## src/rtl/intc_pkg.sv

```systemverilog
// Shared definitions for the keyed priority interrupt controller.
// Contents:
//   intc_state_e : controller state (LOCKED, IDLE, GRANT)
//   CHW, BUSW    : widths of the presented channel / bus indices
//   flat_idx()   : flat request-vector index for a (bus, channel) pair
package intc_pkg;

  localparam int CHW  = 5;
  localparam int BUSW = 2;

  typedef enum logic [1:0] {
    LOCKED = 2'd0,
    IDLE   = 2'd1,
    GRANT  = 2'd2
  } intc_state_e;

  // Bus b, channel c lives at bit b*nch + c of the flat request vector.
  function automatic int unsigned flat_idx(input int unsigned bus,
                                           input int unsigned chan,
                                           input int unsigned nch);
    return bus * nch + chan;
  endfunction

endpackage

```

## src/rtl/prio_find_first.sv

```systemverilog
// Combinational lowest-index-first finder.
// Ports:
//   vec   : input bit vector, bit 0 has the highest priority
//   found : at least one bit of vec is set
//   idx   : index of the lowest set bit (0 when none is set)
module prio_find_first #(
  parameter  int W  = 8,
  localparam int IW = (W > 1) ? $clog2(W) : 1
) (
  input  logic [W-1:0]  vec,
  output logic          found,
  output logic [IW-1:0] idx
);

  // Scan upwards; the first set bit freezes idx because found is already high afterwards.
  always_comb begin
    found = 1'b0;
    idx   = {IW{1'b0}};
    for (int i = 0; i < W; i++) begin
      idx   = (vec[i] && !found) ? IW'(i) : idx;
      found = found | vec[i];
    end
  end

endmodule

```

## src/rtl/keyed_prio_intc.sv

```systemverilog
// Key-locked, registered priority interrupt controller.
// Requests from NBUS buses of NCH channels are latched into a pending array,
// one winner (lowest bus, then lowest channel) is presented through a
// valid/ack handshake, and nothing is ever presented unless the serially
// loaded key register matches KEY.
// Ports:
//   clk, rst           : clock and synchronous active-high reset
//   req[NBUS*NCH]      : requests, bit b*NCH+c = bus b, channel c
//   chan_en[NCH]       : per-channel enable (masks latch and arbitration)
//   key_in, key_shift  : serial key load, MSB first
//   irq_valid/bus/chan : presented winner
//   irq_ack            : consumer accepts the presented winner
//   pend_any           : any enabled pending bit
//   key_ok             : key register equals KEY
module keyed_prio_intc
  import intc_pkg::*;
#(
  parameter int              NCH  = 9,
  parameter int              NBUS = 3,
  parameter int              KEYW = 12,
  parameter logic [KEYW-1:0] KEY  = 12'hA5C
) (
  input  logic                 clk,
  input  logic                 rst,
  input  logic [NBUS*NCH-1:0]  req,
  input  logic [NCH-1:0]       chan_en,
  input  logic                 key_in,
  input  logic                 key_shift,
  output logic                 irq_valid,
  output logic [BUSW-1:0]      irq_bus,
  output logic [CHW-1:0]       irq_chan,
  input  logic                 irq_ack,
  output logic                 pend_any,
  output logic                 key_ok
);

  localparam int NREQ = NBUS * NCH;
  localparam int CIW  = (NCH > 1) ? $clog2(NCH) : 1;
  localparam int BIW  = (NBUS > 1) ? $clog2(NBUS) : 1;

  logic [NREQ-1:0] pend_r;
  logic [NREQ-1:0] en_rep_s;
  logic [NREQ-1:0] en_pend_s;
  logic [NREQ-1:0] clr_s;
  logic [NREQ-1:0] pend_nxt_s;
  logic [KEYW-1:0] keyreg_r;

  intc_state_e     state_r;
  intc_state_e     state_nxt_s;

  logic [NBUS-1:0] bus_found_s;
  logic [CIW-1:0]  bus_idx_s [NBUS];
  logic            win_found_s;
  logic [BIW-1:0]  win_bus_s;
  logic [CIW-1:0]  win_chan_s;

  logic            valid_nxt_s;
  logic [BUSW-1:0] bus_nxt_s;
  logic [CHW-1:0]  chan_nxt_s;
  logic            ack_clr_s;

  // Replicate the per-channel enable across every bus.
  always_comb begin
    en_rep_s = {NREQ{1'b0}};
    for (int b = 0; b < NBUS; b++) begin
      for (int c = 0; c < NCH; c++) begin
        en_rep_s[flat_idx(b, c, NCH)] = chan_en[c];
      end
    end
  end

  assign en_pend_s = pend_r & en_rep_s;

  // One finder per bus picks the lowest enabled channel; a final finder picks the lowest bus.
  for (genvar b = 0; b < NBUS; b++) begin : g_bus
    prio_find_first #(.W(NCH)) u_chan_find (
      .vec   (en_pend_s[b*NCH +: NCH]),
      .found (bus_found_s[b]),
      .idx   (bus_idx_s[b])
    );
  end

  prio_find_first #(.W(NBUS)) u_bus_find (
    .vec   (bus_found_s),
    .found (win_found_s),
    .idx   (win_bus_s)
  );

  assign win_chan_s = bus_idx_s[win_bus_s];

  // Next-state and next-output logic of the grant FSM.
  always_comb begin
    state_nxt_s = state_r;
    valid_nxt_s = irq_valid;
    bus_nxt_s   = irq_bus;
    chan_nxt_s  = irq_chan;
    ack_clr_s   = 1'b0;
    case (state_r)
      LOCKED: begin
        valid_nxt_s = 1'b0;
        if (key_ok) begin
          state_nxt_s = IDLE;
        end else begin
          state_nxt_s = LOCKED;
        end
      end
      IDLE: begin
        if (!key_ok) begin
          state_nxt_s = LOCKED;
          valid_nxt_s = 1'b0;
        end else if (win_found_s) begin
          state_nxt_s = GRANT;
          valid_nxt_s = 1'b1;
          bus_nxt_s   = BUSW'(win_bus_s);
          chan_nxt_s  = CHW'(win_chan_s);
        end else begin
          state_nxt_s = IDLE;
        end
      end
      GRANT: begin
        // A lost key aborts the grant; the pending bit is left for later.
        if (!key_ok) begin
          state_nxt_s = LOCKED;
          valid_nxt_s = 1'b0;
        end else if (irq_ack) begin
          state_nxt_s = IDLE;
          valid_nxt_s = 1'b0;
          ack_clr_s   = 1'b1;
        end else begin
          state_nxt_s = GRANT;
        end
      end
      default: begin
        state_nxt_s = LOCKED;
        valid_nxt_s = 1'b0;
      end
    endcase
  end

  // Clear mask for the acknowledged pending bit.
  always_comb begin
    clr_s = {NREQ{1'b0}};
    if (ack_clr_s) begin
      clr_s[flat_idx(int'(irq_bus), int'(irq_chan), NCH)] = 1'b1;
    end else begin
      clr_s = {NREQ{1'b0}};
    end
  end

  // Set after clear so a request arriving with the ack of the same bit is kept.
  assign pend_nxt_s = (pend_r & ~clr_s) | (req & en_rep_s);

  // Pending array and its summary flag.
  always_ff @(posedge clk) begin
    if (rst) begin
      pend_r   <= {NREQ{1'b0}};
      pend_any <= 1'b0;
    end else begin
      pend_r   <= pend_nxt_s;
      pend_any <= |(pend_nxt_s & en_rep_s);
    end
  end

  // Serial key register and its registered compare.
  always_ff @(posedge clk) begin
    if (rst) begin
      keyreg_r <= {KEYW{1'b0}};
      key_ok   <= (KEY == {KEYW{1'b0}});
    end else begin
      if (key_shift) begin
        keyreg_r <= {keyreg_r[KEYW-2:0], key_in};
      end
      key_ok <= (keyreg_r == KEY);
    end
  end

  // FSM state and presented winner.
  always_ff @(posedge clk) begin
    if (rst) begin
      state_r   <= LOCKED;
      irq_valid <= 1'b0;
      irq_bus   <= {BUSW{1'b0}};
      irq_chan  <= {CHW{1'b0}};
    end else begin
      state_r   <= state_nxt_s;
      irq_valid <= valid_nxt_s;
      irq_bus   <= bus_nxt_s;
      irq_chan  <= chan_nxt_s;
    end
  end

endmodule

```

## config.mk

```make
export PLATFORM = sky130hd
export DESIGN_NAME = keyed_prio_intc
export DESIGN_NICKNAME = d
export VERILOG_FILES = /design/src/rtl/intc_pkg.sv /design/src/rtl/prio_find_first.sv /design/src/rtl/keyed_prio_intc.sv
export SDC_FILE = /design/constraint.sdc
export NUM_CORES = 1
export LEC_CHECK = 0
export ABC_AREA = 1
export ABC_CLOCK_PERIOD_IN_PS = 6900
export CAP_MARGIN = 20
export CELL_PAD_IN_SITES_DETAIL_PLACEMENT = 1
export CELL_PAD_IN_SITES_GLOBAL_PLACEMENT = 1
export CORE_MARGIN = 4
export CORE_UTILIZATION = 40
export DETAILED_ROUTE_END_ITERATION = 8
export GPL_ROUTABILITY_DRIVEN = 0
export HOLD_SLACK_MARGIN = 0.1
export MAX_ROUTING_LAYER = met4
export PLACE_DENSITY_LB_ADDON = 0.1
export SYNTH_ARGS = -nofsm -noshare
export SYNTH_HDL_FRONTEND = slang
export SYNTH_SLANG_ARGS = --single-unit
```

## constraint.sdc

```tcl
create_clock -name clk -period 6.9 [get_ports clk]
set_clock_uncertainty 0.1 [all_clocks]
set_input_delay 1.38 -clock clk [delete_from_list [all_inputs] [get_ports clk]]
set_output_delay 1.38 -clock clk [all_outputs]
set_load 0.05 [all_outputs]
```

==> flow_summary.json <==
{
  "setup.worst_path.class": "primary input to register",
  "p_sw_uw": 209,
  "antenna_cells": 0,
  "cp-end-kind": "register",
  "cts_tree": "done",
  "layout_commonest_cell": "nand2_1",
  "clk_pin_slew_ns": 0.11,
  "use_met3_pct": 2.81,
  "nFillCells": 1063,
  "drt_wl_total_um": 9620,
  "routedWlPerCell_um": 15.2,
  "drive_gt1_share_pct": 6.99,
  "netlist_top_cells_area": "dfxtp_1 32%, nand2_1 16%, nand3_1 7.0%, inv_1 6.7%, nor2_1 6.7%",
  "grt_overflow_total": 0,
  "use_met1_pct": 27.5,
  "power.total_uw": 716,
  "io_buffers": 49,
  "multiInputGateArea_um2": 1790,
  "dp.cells": 623,
  "instances_no_fill": 631,
  "met2_usage_pct": 35.4,
  "fin_crit_ns": 3.44,
  "cts.sinks": 50,
  "syn_to_final_growth_pct": 20.7,
  "htree_levels": 2,
  "io_pins": 51,
  "finalHoldViolations": 0,
  "antenna_left": 0,
  "die_w_um": 96.6,
  "hold_class": "register to register",
  "swShare_pct": 29.1,
  "cts_inserted_buffers": 5,
  "grt_pass1_vias": 3305,
  "synth_cell_types": 39,
  "power.density_nw_per_um2": 189,
  "setup_viol": 0,
  "grtUsageTotal_pct": 21.4,
  "ctsHoldBuffers": 0,
  "ff_latch_area_um2": 1000,
  "fin_tns_setup_ns": 0,
  "placementRows": 32,
  "crit_required_ns": 7.04,
  "cts.repair_timing.setup_buffer_count": 0,
  "syn_inst": 488,
  "yosysTopAreaCell": "dfxtp_1",
  "fmax_ghz": 0.291,
  "grt_pass1_wl_um": 16100,
  "yosys_warnings": 0,
  "period_share_pct": 49.8,
  "finalMaxSlewViolations": 0,
  "p_leak_nw": 1.80,
  "drt_iter0_markers": 88,
  "synth_fp_nets": 536,
  "fin_nets": 576,
  "clk_latency_ns": 0.32,
  "fp.dieArea_um2": 9330,
  "ys_seq_elements": 50,
  "rsz0062_at_grt": "no",
  "p_int_uw": 508,
  "root_buffer": "clkbuf_8",
  "worstPathArrival_ns": 3.57,
  "seqPwrFrac_pct": 43.8,
  "avgSynthCellArea_um2": 6.44,
  "dr.pass1.iters": 4,
  "status": "complete, no violations",
  "pwr-share-clk_pct": 36.1,
  "worstPathMaxFanout": 11,
  "coreArea_um2": 7690,
  "dp_hpwl_um": 7500,
  "utilization_pct": 49.3,
  "critPathLaunchType": "primary input",
  "maxCapViolCount": 0,
  "ctsResizeCount": 0,
  "drc": 0,
  "start_util_pct": 40.9,
  "timing.slew.headroom_pct": 57.5,
  "synth.top_cell.area_share_pct": 31.9,
  "clockBufferDepth": 2,
  "top_usage_layer": "met2",
  "vias": 3247,
  "die_h_um": 96.6,
  "mostFrequentLayoutCells": "137 x nand2_1, 56 x inv_1, 56 x nor2_1",
  "grt_max_degree": 37,
  "viasPerCell": 5.15,
  "pwr-share-comb_pct": 20.1,
  "yosysSeqAreaShare_pct": 31.9,
  "ir_drop_v": 0.0000861,
  "antenna_found_initial": 0,
  "netlist_area_um2": 3140,
  "tightest_slew_ns": 0.633
}
## final timing paths
path / from / to / slack [ns] / cells after the start
setup reg to reg: irq_bus[1]$_SDFFE_PP0P_ / pend_any$_SDFF_PP0_ / 3.67 / 15
hold / removal: keyreg_r[1]$_SDFFE_PP0P_ / key_ok$_SDFF_PP0_ / 0.36 / 1
setup / recovery: chan_en[1] / irq_chan[2]$_SDFFE_PP0P_ / 3.46 / 17
hold reg to reg: keyreg_r[1]$_SDFFE_PP0P_ / key_ok$_SDFF_PP0_ / 0.36 / 1
## power groups by stage
| stage | clock network (mW) | registers, mW | logic (mW) |
|---|---|---|---|
| floorplan | 0 | 0.319 | 0.0996 |
| global placement | 0 | 0.320 | 0.141 |
| detailed placement | 0 | 0.320 | 0.144 |
| CTS | 0.263 | 0.314 | 0.146 |
| global route | 0.274 | 0.316 | 0.162 |
| finish | 0.259 | 0.314 | 0.144 |
## final cells by class
| cell class | count | share of cell area (%) |
|---|---|---|
| multi-input cells | 360 | 47.3 |
| inverters | 61 | 6.11 |
| well taps | 102 | 3.37 |
| clock buffers | 5 | 1.82 |
| repair buffers | 50 | 13.1 |
| clock inverters | 3 | 1.82 |
| flip-flops and latches | 50 | 26.4 |
## sequential cells by signal, summed over array words and instances, names as in the netlist
signal,cells
irq_bus,2
keyreg_r,12
pend_r,27
key_ok,1
irq_chan,4
irq_valid,1
pend_any,1
state_r,2
## logic make-up (layout without fill, tap and decap cells)
kind of cell / Yosys count / count (layout) / synth area share [%]
simple gates: 267 / 267 / 39.0
other cells: 1 / 1 / 0.119
flops: 50 / 50 / 31.9
fa+ha+maj: 7 / 7 / 3.03
compound gates: 84 / 84 / 14.4
buf+inv: 78 / 119 / 11.0
xor+xnor: 1 / 1 / 0.518
## layer usage
metal | share of wire, % | wire (um)
met5 | 0 | 0
met4 | 2.0 | 191
met3 | 3.0 | 292
met2 | 48 | 4620
met1 | 47 | 4520
## Yosys cell counts
library cell	count
fa_1	1
nor4b_1	1
dfxtp_1	50
o2111ai_1	1
a31oi_1	3
a22oi_1	1
nor2_2	2
nand2_1	137
buf_6	6
clkbuf_1	9
nand3_4	1
nor3_4	1
xnor2_2	1
o22ai_1	1
a21oi_1	28
nor2_1	56
nand3_1	44
nor4_1	1
inv_1	56
ha_1	6
conb_1	1
o31ai_1	1
nand3b_1	1
nand2_2	4
nor2_8	1
nor3_1	2
a41oi_1	1
o41ai_1	1
o21ai_0	33
nand3_2	2
nand4_1	4
nand2_4	6
o21ai_1	13
buf_2	1
nor2_4	4
a21oi_4	1
buf_4	1
inv_2	4
inv_4	1
## through the flow
step                area [um2]  hold WS [ns]  setup WS, ns
global route              3790         0.401          3.26
floorplan                 3140         0.314          3.90
CTS                       3790         0.363          3.46
global placement          3650         0.343          3.23
finish                    3790         0.360          3.46
detailed placement        3650         0.339          3.13
## critical path, stage by stage
cell             delay [ns]
clkdlybuf4s50_1        0.65
nand2_1                0.24
nand2_1                0.07
nor2_1                 0.13
nand2_1                0.09
nor2_2                 0.11
o21ai_1                0.11
inv_2                  0.10
nand3_4                0.10
nor2_8                 0.14
nand2_4                0.07
nand2_4                0.10
inv_4                  0.07
nor2_4                 0.07
nor2_1                 0.04
nand2_1                0.07
inv_1                  0.03
(Power assumes the default switching activity.)
==> patch 1: new RTL, same flow settings <==
Change the package constant `BUSW` from 2 to 4.
--- a/src/rtl/intc_pkg.sv
+++ b/src/rtl/intc_pkg.sv
@@ -7,5 +7,5 @@
 
   localparam int CHW  = 5;
-  localparam int BUSW = 2;
+  localparam int BUSW = 4;
 
   typedef enum logic [1:0] {
Ports: changed (resized irq_bus); port bits go from 51 to 53. No check against the original RTL was run, so the function may have changed too.
==> patch 1 against the original RTL <==
- power shrank 9.6%
- routed wire length is 0.32% lower
- worst setup slack got worse by 51 ps
- sequential cell count is the same
- sequential power is essentially flat
- final area down 0.59%
- core utilization down 0.29 points
- area after synthesis rose by 0.48%
- largest cell class unchanged
==> patch 1: results (changes against the original RTL) <==
Clock network
The post-CTS resize count is 0 (unchanged).

Placed design
The count of input and output buffers is 49 (unchanged). The placed instance area is 3670 sq um (was 3650 sq um). The half-perimeter wire length after detailed placement was 7.71 mm (was 7.50 mm). The number of placed instances with taps included is 628 (was 623).

Run status
Run status: complete, no violations (unchanged).

Route
The total via count after detailed routing is 3233 (was 3247). The routed metal-1 wirelength is 4.48 mm (was 4.52 mm). The routed length on met3 is 406 um (was 292 um). The wire length on met2 was 4.54 mm (was 4.62 mm). The violation count after the first detailed-route iteration came to 168 (was 88). The routed wirelength normalized by instance count came to 15.1 um (was 15.2 um).

GRT
The largest net degree at the start of global routing is 39 (was 37). The overall fraction of global-route tracks in use was 21.2% (was 21.4%). The via count of the first global-routing pass is 3346 (was 3305). The number of antenna violations at the first check in global routing came to 0 (unchanged). The first-pass GRT wire length is 16.0 mm (was 16.1 mm).

Power and ir drop
The switching power of the nets came to 213 uW (was 209 uW). The standby leakage power is 1.79 nW (was 1.80 nW). The largest voltage drop on the vdd net is 89.9 uV (was 86.1 uV).

Synthesis
Area contributors post-synth: sky130_fd_sc_hd__dfxtp_1 32%, sky130_fd_sc_hd__nand2_1 18%, sky130_fd_sc_hd__inv_1 6.9%, sky130_fd_sc_hd__nand3_1 6.5%, sky130_fd_sc_hd__o21ai_0 6.0% (was sky130_fd_sc_hd__dfxtp_1 32%, sky130_fd_sc_hd__nand2_1 16%, sky130_fd_sc_hd__nand3_1 7.0%, sky130_fd_sc_hd__inv_1 6.7%, sky130_fd_sc_hd__nor2_1 6.7%). The average cell area after synthesis is 6.40 sq um (was 6.44 sq um). The sequential fraction of the synthesis area is 31.7% (was 31.9%).

The flip-flop cell with the highest count after synthesis is sky130_fd_sc_hd__dfxtp_1 (unchanged). The number of different library cells in the post-synthesis netlist came to 41 (was 39). Cell types with the highest counts after synthesis: 148 x sky130_fd_sc_hd__nand2_1, 58 x sky130_fd_sc_hd__inv_1, 50 x sky130_fd_sc_hd__dfxtp_1 (was 137 x sky130_fd_sc_hd__nand2_1, 56 x sky130_fd_sc_hd__inv_1, 56 x sky130_fd_sc_hd__nor2_1).

Final layout
The count of filler cells inserted in the layout was 1057 (was 1063). The final cell count without fillers is 636 (was 631). The ratio of cells with drive above 1 in the final layout is 7.49% (was 6.99%).

The antenna cell count came to 0 (unchanged). The number of nets in the layout was 581 (was 576). Top flop regs: pend_r (27), keyreg_r (12), irq_chan (4) (unchanged).

Critical path
The gate family responsible for the most delay along the worst path is simple AND/OR/NAND/NOR gates (unchanged). The biggest fanout along the worst timing path came to 4 (was 11). The largest incremental delay on the critical path is 510 ps (was 650 ps).

Timing
The worst relative slew slack is 61.9% (was 57.5%).

Hold path
The path class of the lowest-slack min-delay path is reg2reg (unchanged).
## patch 1: cell types whose count changed after synthesis, moves of 4 or more
cell,change
sky130_fd_sc_hd__o21ai_1,-9
sky130_fd_sc_hd__o21ai_0,+5
sky130_fd_sc_hd__a21oi_1,+4
sky130_fd_sc_hd__nand2_1,+11
sky130_fd_sc_hd__nand2_2,+5
sky130_fd_sc_hd__nor2_1,-8
## patch 1: worst reg2reg max path: stages (launching register included)
cell                      delay [ps]
sky130_fd_sc_hd__dfxtp_1         460
sky130_fd_sc_hd__ha_1            280
sky130_fd_sc_hd__ha_1            250
sky130_fd_sc_hd__fa_1            440
sky130_fd_sc_hd__nand3_1         170
sky130_fd_sc_hd__nand3_1         120
sky130_fd_sc_hd__nor2_1          270
sky130_fd_sc_hd__inv_1           140
sky130_fd_sc_hd__o21ai_0         340
sky130_fd_sc_hd__nand2_1          90
sky130_fd_sc_hd__nand2_1          70
sky130_fd_sc_hd__nand2_1          60
sky130_fd_sc_hd__nor2_1          180
sky130_fd_sc_hd__nand3_1         120
sky130_fd_sc_hd__nor2_1          110
sky130_fd_sc_hd__nor2_1           40
## patch 1: power by group through the flow
stage	registers [mW]	clock network [mW]	logic [mW]
2_1_floorplan	0.319	0	0.101
3_3_place_gp	0.320	0	0.146
3_5_place_dp	0.321	0	0.150
4_1_cts	0.314	0.186	0.150
5_1_grt	0.316	0.200	0.168
6_report	0.314	0.184	0.149
## patch 1: logic make-up (layout without fill, tap and decap cells)
kind of cell | Yosys count | after routing | share of synthesized area [%]
xor gates and xnor gates | 1 | 1 | 0.516
other | 1 | 3 | 0.119
AOI/OAI and AO/OA | 84 | 84 | 14.5
DFF | 50 | 50 | 31.7
adders and majority gates | 7 | 7 | 3.01
buffers and inverters | 79 | 118 | 10.8
and+or+nand+nor | 271 | 271 | 39.3
## patch 1: final timing paths
path / from / to / slack (ps) / cells after the start
max: irq_ack / pend_any / 3410 / 14
max reg2reg: irq_chan[1] / pend_any / 3550 / 15
min reg2reg: keyreg_r[1] / key_ok / 360 / 1
min: keyreg_r[1] / key_ok / 360 / 1
## patch 1: cell type report
type / instances / area share (%)
clock inverter: 3 / 0.631
multi-input combinational: 366 / 48.3
timing repair buffer: 50 / 13.2
clock buffer: 5 / 1.83
sequential: 50 / 26.6
tap: 102 / 3.39
inverter: 60 / 6.04
## patch 1: per-layer routing
| layer | vias to the layer above | GRT usage (%) |
|---|---|---|
| met3 | 15 | 3.17 |
| met5 | - | - |
| met1 | 1514 | 26.8 |
| li1 | 1640 | - |
| met4 | 0 | 6.16 |
| met2 | 64 | 35.1 |
## patch 1: metrics by stage
step	utilization, %	setup slack, ps
4_1_cts	49.0	3440
5_1_grt	49.0	3210
3_5_place_dp	47.8	3100
6_report	49.0	3410
3_3_place_gp	47.8	3120
2_1_floorplan	-	3870
==> patch 2: new RTL, same settings <==
Without the edit above. Reset style: asynchronous (`rst`), changed in 3 clocked blocks. Comments in the files are not updated.
--- a/src/rtl/keyed_prio_intc.sv
+++ b/src/rtl/keyed_prio_intc.sv
@@ -152,5 +152,5 @@
 
   // Pending array and its summary flag.
-  always_ff @(posedge clk) begin
+  always_ff @(posedge clk or posedge rst) begin
     if (rst) begin
       pend_r   <= {NREQ{1'b0}};
@@ -163,5 +163,5 @@
 
   // Serial key register and its registered compare.
-  always_ff @(posedge clk) begin
+  always_ff @(posedge clk or posedge rst) begin
     if (rst) begin
       keyreg_r <= {KEYW{1'b0}};
@@ -176,5 +176,5 @@
 
   // FSM state and presented winner.
-  always_ff @(posedge clk) begin
+  always_ff @(posedge clk or posedge rst) begin
     if (rst) begin
       state_r   <= LOCKED;
Behaviour: differs if rst is asserted again (counterexample within 4 cycles, from zero or initial values and one cycle with rst high); with rst held inactive, the same outputs for 10 cycles.
==> patch 2 against the original RTL <==
- power shrank 20%
- routed wire length shrank 4.2%
- worst setup slack improved by 75 ps
- sequential cell count is the same
- combinational power decreased by 44%
- core utilization increased by 0.87 points
- critical path type is now reg2reg
- area after synthesis shrank 3.9%
- sequential power down 2%
- largest power group unchanged
- final area shrank 3.5%
- critical path depth fell by 3
==> patch 2: results (changes against the original RTL) <==
Timing
The final-layout worst hold slack is 400 ps (was 360 ps). The peak clock frequency supported by timing is 0.298 GHz (was 0.291 GHz).

Critical path
The worst setup path startpoint was irq_bus[1] (was chan_en[1]). The data arrival time at the worst-slack endpoint was 3470 ps (was 3570 ps). The biggest fanout along the worst timing path was 8 (was 11).

Synthesis
Cell types with the highest counts after synthesis: 188 x sky130_fd_sc_hd__nand2_1, 50 x sky130_fd_sc_hd__dfrtp_1, 35 x sky130_fd_sc_hd__nand3_1 (was 137 x sky130_fd_sc_hd__nand2_1, 56 x sky130_fd_sc_hd__inv_1, 56 x sky130_fd_sc_hd__nor2_1). The adder and majority gate portion of the synthesized area is 3.15% (was 3.03%). The fraction of registers with async set or reset after synthesis is 100% (was 0%). The number of different library cells in the post-synthesis netlist is 35 (was 39).

GRT
The first-pass GRT wire length was 15.3 mm (was 16.1 mm). The largest net degree at the start of global routing is 51 (was 37). The overall fraction of global-route tracks in use was 22.8% (was 21.4%). The global-route met1 utilization came to 28.8% (was 27.5%).

The met2 global-route usage is 38.1% (was 35.4%).

Final layout
The multi-input combinational area share came to 42.8% (was 47.3%). The multi-input combinational gate total is 332 (was 360). The count of filler cells inserted in the layout is 973 (was 1063). The final cell count without fillers was 569 (was 631). The core occupancy in the finished layout is 50.2% (was 49.3%).

Route
The total via count after detailed routing is 2944 (was 3247). The violation count after the first detailed-route iteration is 111 (was 88). The final wirelength is 9.21 mm (was 9.62 mm).

Hold path
The end point of the worst hold path is keyreg_r[8] (was key_ok).

Power and ir drop
The power of the clock network is 187 uW (was 259 uW). The relative contribution of the clock network to total power is 32.5% (was 36.1%). The switching part of the total power came to 28.6% (was 29.1%).

Placed design
The placed instance area is 3540 sq um (was 3650 sq um). The half-perimeter wire length after detailed placement came to 7.20 mm (was 7.50 mm).

Run status
Run status: complete, no violations (unchanged).
==> patch 2: changes by cell type in the layout (fill, tap and decap cells not counted), sizes merged, moves of 26 or more <==
cell and change:
nor2 -26, dfrtp +50, o21ai -29, inv -31, dfxtp -50, nand2 +47
==> patch 2: worst max-delay path, stage by stage, from the launching register on <==
cell	delay, ps
sky130_fd_sc_hd__dfrtp_1	450
sky130_fd_sc_hd__ha_1	320
sky130_fd_sc_hd__ha_1	240
sky130_fd_sc_hd__fa_1	790
sky130_fd_sc_hd__inv_1	180
sky130_fd_sc_hd__nor2_2	370
sky130_fd_sc_hd__nand3_1	130
sky130_fd_sc_hd__nand2_1	90
sky130_fd_sc_hd__nand2_1	70
sky130_fd_sc_hd__nand2_1	110
sky130_fd_sc_hd__nand2_1	90
sky130_fd_sc_hd__nor2_1	110
sky130_fd_sc_hd__nand2_1	50
sky130_fd_sc_hd__nor2_1	100
sky130_fd_sc_hd__nand2_1	50
